File: src/rtl/audio_stream_arbiter.sv
`default_nettype none
// ============================================================================
// Module   : audio_stream_arbiter
// Purpose  : Burst round-robin arbiter merging two stereo-sample streams into a
//            registered ready/valid output feeding the PISO serializer.
// Revision : 1.0
// ============================================================================
module audio_stream_arbiter #(
   parameter int width_p = 48,
   parameter int burst_p = 4
) (
   input  logic               clk_i,
   input  logic               reset_i,
   input  logic [width_p-1:0] data0_i,
   input  logic               valid0_i,
   output logic               ready0_o,
   input  logic [width_p-1:0] data1_i,
   input  logic               valid1_i,
   output logic               ready1_o,
   output logic [width_p-1:0] data_o,
   output logic               valid_o,
   input  logic               ready_i,
   output logic [1:0]         grant_o
);

   localparam int CW = $clog2(burst_p + 1);
   localparam logic [CW-1:0] c_burst = CW'(burst_p);

   typedef enum logic [1:0] {
      IDLE   = 2'd0,
      GRANT0 = 2'd1,
      GRANT1 = 2'd2
   } state_t;

   state_t             r_state;
   state_t             w_state_nxt;
   logic               r_last;
   logic               w_last_nxt;
   logic [CW-1:0]      r_cnt;
   logic [CW-1:0]      w_cnt_nxt;
   logic [CW-1:0]      w_cnt_inc;
   logic [width_p-1:0] r_data;
   logic               r_valid;
   logic               w_space;
   logic               w_acc0;
   logic               w_acc1;

   // On a tie the source that did not own the path last time wins.
   function automatic state_t pick(input logic last, input logic v0, input logic v1);
      if (v0 && v1)
         return last ? GRANT0 : GRANT1;
      else if (v0)
         return GRANT0;
      else if (v1)
         return GRANT1;
      else
         return IDLE;
   endfunction

   assign w_space   = ~r_valid | ready_i;
   assign ready0_o  = (r_state == GRANT0) & w_space;
   assign ready1_o  = (r_state == GRANT1) & w_space;
   assign w_acc0    = valid0_i & ready0_o;
   assign w_acc1    = valid1_i & ready1_o;
   assign w_cnt_inc = r_cnt + 1'b1;

   assign data_o  = r_data;
   assign valid_o = r_valid;
   assign grant_o = {r_state == GRANT1, r_state == GRANT0};

   always_comb begin
      w_state_nxt = r_state;
      w_last_nxt  = r_last;
      w_cnt_nxt   = r_cnt;
      case (r_state)
         IDLE: begin
            w_state_nxt = pick(r_last, valid0_i, valid1_i);
            w_cnt_nxt   = '0;
         end
         GRANT0: begin
            if ((w_acc0 && (w_cnt_inc == c_burst)) || !valid0_i) begin
               w_last_nxt  = 1'b0;
               w_cnt_nxt   = '0;
               w_state_nxt = pick(1'b0, valid0_i, valid1_i);
            end else if (w_acc0) begin
               w_cnt_nxt = w_cnt_inc;
            end
         end
         GRANT1: begin
            if ((w_acc1 && (w_cnt_inc == c_burst)) || !valid1_i) begin
               w_last_nxt  = 1'b1;
               w_cnt_nxt   = '0;
               w_state_nxt = pick(1'b1, valid0_i, valid1_i);
            end else if (w_acc1) begin
               w_cnt_nxt = w_cnt_inc;
            end
         end
         default: begin
            w_state_nxt = IDLE;
            w_cnt_nxt   = '0;
         end
      endcase
   end

   always_ff @(posedge clk_i or posedge reset_i) begin
      if (reset_i) begin
         r_state <= IDLE;
         r_last  <= 1'b1;
         r_cnt   <= '0;
      end else begin
         r_state <= w_state_nxt;
         r_last  <= w_last_nxt;
         r_cnt   <= w_cnt_nxt;
      end
   end

   // An accept overrides a simultaneous drain so the register is simply replaced.
   always_ff @(posedge clk_i or posedge reset_i) begin
      if (reset_i) begin
         r_data  <= '0;
         r_valid <= 1'b0;
      end else if (w_acc0 || w_acc1) begin
         r_data  <= w_acc0 ? data0_i : data1_i;
         r_valid <= 1'b1;
      end else if (ready_i) begin
         r_valid <= 1'b0;
      end
   end

endmodule
`default_nettype wire

File: config.mk
export PLATFORM = sky130hd
export DESIGN_NAME = audio_stream_arbiter
export DESIGN_NICKNAME = d
export VERILOG_FILES = /design/src/rtl/audio_stream_arbiter.sv
export SDC_FILE = /design/constraint.sdc
export NUM_CORES = 1
export LEC_CHECK = 0
export ABC_AREA = 0
export CORE_ASPECT_RATIO = 1.2
export CORE_UTILIZATION = 40
export DETAILED_ROUTE_END_ITERATION = 10
export PLACE_DENSITY = 0.83
export RECOVER_POWER = 100
export SYNTH_ARGS = -nofsm -noshare
export SYNTH_HDL_FRONTEND = slang
export SYNTH_SLANG_ARGS = --single-unit
export TNS_END_PERCENT = 5
File: constraint.sdc
create_clock -name clk_i -period 4.1 [get_ports clk_i]
set_input_delay 0.41 -clock clk_i [delete_from_list [all_inputs] [get_ports clk_i]]
set_output_delay 0.41 -clock clk_i [all_outputs]
set_load 0.02 [all_outputs]
==> summary.md <==
| Metric | Value |
|---|---|
| Outcome | finished, violations left |
| Failing checks | capacitance limit, slew limit |
| CP max FO | 30 |
| Total die area | roughly 0.0072 mm² |
| Fin. Hold Viols | 0 |
| Adder-Cell Fraction of Synth Area | about 2.7% |
| Crit-path cells | inv_1, ha_1, a22oi_1, or2_2, clkbuf_1, o21ai_0 |
| Worst slew pin tran | slightly below 2000 ps |
| Post-synthesis simple-gate area fraction | between 10% and 20% |
| Fillers | 540 |
| Max rail drop VDD | roughly 0.29 mV |
| Total number of vias | ~2400 |
| CTS Buf Count | 5 |
| Final core utilization | 66.5% |
| Hold Slack | ~480 ps |
| H-tree depth | 2 |
| Max frequency | roughly 350 MHz |
| Largest net degree at the start of global routing | 56 |
| Compound-Gate Fraction of Synth Area | a little under an eighth |
| DR WL/cell | around 14 µm |
| Portion of netlist area occupied by mux cells | about 18% |
| Die Ht | approximately 93 µm |
| # setup viols final | 0 |
| Minimum clock period | between 2000 and 3000 ps |
| # rows | 32 |
| Startpoint types | flip-flop |
| Setup Buffers After CTS | 0 |
| Dpl cell area | around 0.0042 mm² |
| CP max-delay cell | clkbuf_1 |
| Antenna Cells | 0 |
| Routability cong. | between 0.7 and 0.8 |
| Most common cell after layout, fill and taps aside | clkdlybuf4s50_1 |
| Initial antenna violation count | 0 |
| PD cells | 604 mW/mm² |
| Area Overhead vs Synth | 58.3% |
| Worst setup margin | between 1000 and 1500 ps |
| DP Cell Count | ~500 |
| Fin Setup TNS | 0 ps |
| TritonCTS clock tree | built |
| RSZ-0062 raised after global routing | no |
| Avg Inst Size Synth | 10.5 µm² |
| Final Skew | 4.12 ps |
| Xor-xnor portion of the synthesized cell area | 0% |
| IO Pins | approximately 150 |
| Worst slew margin | -32.6% |
| Routed WL | 7060 µm |
| Gates resized, CTS repair | 0 |
| Reg clk slew, reported paths | around 90 ps |
| Data arrival time of the worst path | ~3000 ps |
| Min-delay worst type | flip-flop to flip-flop |
| First-pass GRT wire length | approximately 11000 µm |
| Root Driver | clkbuf_8 |
| Critical Setup Path Class | flip-flop to flip-flop |
| Flip-flop and latch area | between 0.001 and 0.0015 mm² |
| # DRC | 0 |
| Total Power | around 2.6 mW |
| Vias in the first global route | about 2300 |
| Design Area, Final | 0.00434 mm² |
| CP top delay family | buffers and inverters |
| Cells after synthesis | about 260 |
| TritonCTS Sinks | between 50 and 60 |
| IO buf count | between 150 and 200 |
| Hpwl dp | 5580 µm |
| Largest family of logic cells by synthesized area | multiplexers |
| Die X | 77.6 µm |
| Share of layout cells above drive strength 1 | 3.92% |
| Seq/Total Area, Yosys | around 50% |
| Clk_lat worst skew | 300 ps |
| Core area | around 0.0065 mm² |
| Total grt overflow | 0 |
| Slew Viols, Final | 56 |
| Max-cap check violation count | 1 |
| Setup WS pre-CTS | about 1700 ps |
| Syn. warnings | 0 |
| P_leak | 1.86 nW |
| Drt first pass iters | 6 |
| Yosys cell types | 26 |
| Crit path capture type | flip-flop |
| Synth Cell Area | roughly 0.0027 mm² |
| Layout Nets | 515 |
| Syn nets | ~370 |
| Fin cells | between 400 and 500 |
| Most frequent cells in the layout | clkdlybuf4s50_1 (99), nand2_1 (55), dfrtp_1 (54), dlygate4sd3_1 (54), mux2i_1 (48) |
| Initial Util | a little over two fifths |
| Aggregate global-route resource usage | 20.2% |
| Final ANT Viol Nets | 0 |
| Maximum buffer depth of the clock tree | 2 |
| Final period utilization | between 70 and 80% |
| Worst Path Buf+Inv | 2 |
| Slowest stage delay, CP | 820 ps |
| Initial DRC Count | around 120 |
| FF+latch count, synth | between 50 and 60 |
| Area of the multi-input gates | between 0.001 and 0.0015 mm² |
| Hold buffers post-CTS | 0 |
| Crit path required time | 4230 ps |
| Vias/cell | between 4 and 5 |
-- sequential cells by signal, indices dropped and copies added, names as in the netlist --
register  cells
valid_o       1
r_last        1
r_cnt         3
data_o       48
r_state       2
-- cells in the mapped netlist, drive strengths merged --
| master | n | area (µm²) |
|---|---|---|
| nand2 | 55 | 206 |
| dfrtp | 54 | 1350 |
| o21ai | 50 | 250 |
| mux2i | 48 | 480 |
| buf | 15 | 156 |
| inv | 8 | 30.0 |
| a21oi | 6 | 30.0 |
| ha | 6 | 75.1 |
| nor2 | 5 | 18.8 |
| clkbuf | 3 | 11.3 |
| o41ai | 2 | 17.5 |
| a21o | 1 | 7.51 |
| a22oi | 1 | 12.5 |
| dfstp | 1 | 26.3 |
| nand3b | 1 | 7.51 |
| nand4b | 1 | 8.76 |
| nor2b | 1 | 13.8 |
| nor3 | 1 | 16.3 |
| nor4b | 1 | 8.76 |
| or2 | 1 | 6.26 |
| or2b | 1 | 7.51 |
-- final cells by class --
type | count | share of cell area, %
repair buffers | 157 | 35.9
multi-input cells | 181 | 26.8
inverters | 8 | 0.692
clock buffers | 5 | 1.59
clock inverters | 2 | 0.865
well taps | 85 | 2.45
flip-flops and latches | 55 | 31.7
-- worst min-delay path: stages (launching register included) --
cell and delay, ps:
dfrtp_1 350, nand2_1 40, o21ai_0 60
-- kinds of logic after synthesis --
family | after synthesis
flops | 55
compound gates | 60
simple gates | 67
buf+inv | 26
mux | 48
fa+ha+maj | 6
-- metal layers --
layer  track usage (%)  up-vias  part of all wire, %
met3              5.22        7                  7.4
met2              35.8       93                   50
li1                  -     1185                    -
met4              4.87        0                  1.2
met5                 0        -                    0
met1              24.2     1083                   41
-- path summary, 6_finish.rpt --
kind | end | cells after the start | from | slack (ps)
setup / recovery | data_o[19] | 6 | r_state[0] | 1210
hold reg to reg | data_o[14] | 2 | data_o[14] | 480
min in group asynchronous | data_o[34] | 2 | reset_i | 1200
max in group asynchronous | data_o[10] | 2 | reset_i | 1760
hold / removal | data_o[14] | 2 | data_o[14] | 480
setup reg to reg | data_o[19] | 6 | r_state[0] | 1210
-- power breakdown --
group          leakage (nW)  internal (mW)  switching (mW)  total (mW)
logic                  1.12          0.600           0.772        1.37
clock network        0.0502          0.179           0.165       0.343
registers             0.692          0.786           0.117       0.903
total                  1.86           1.57            1.05        2.62
Note: power is estimated with default switching activity, not from simulation.
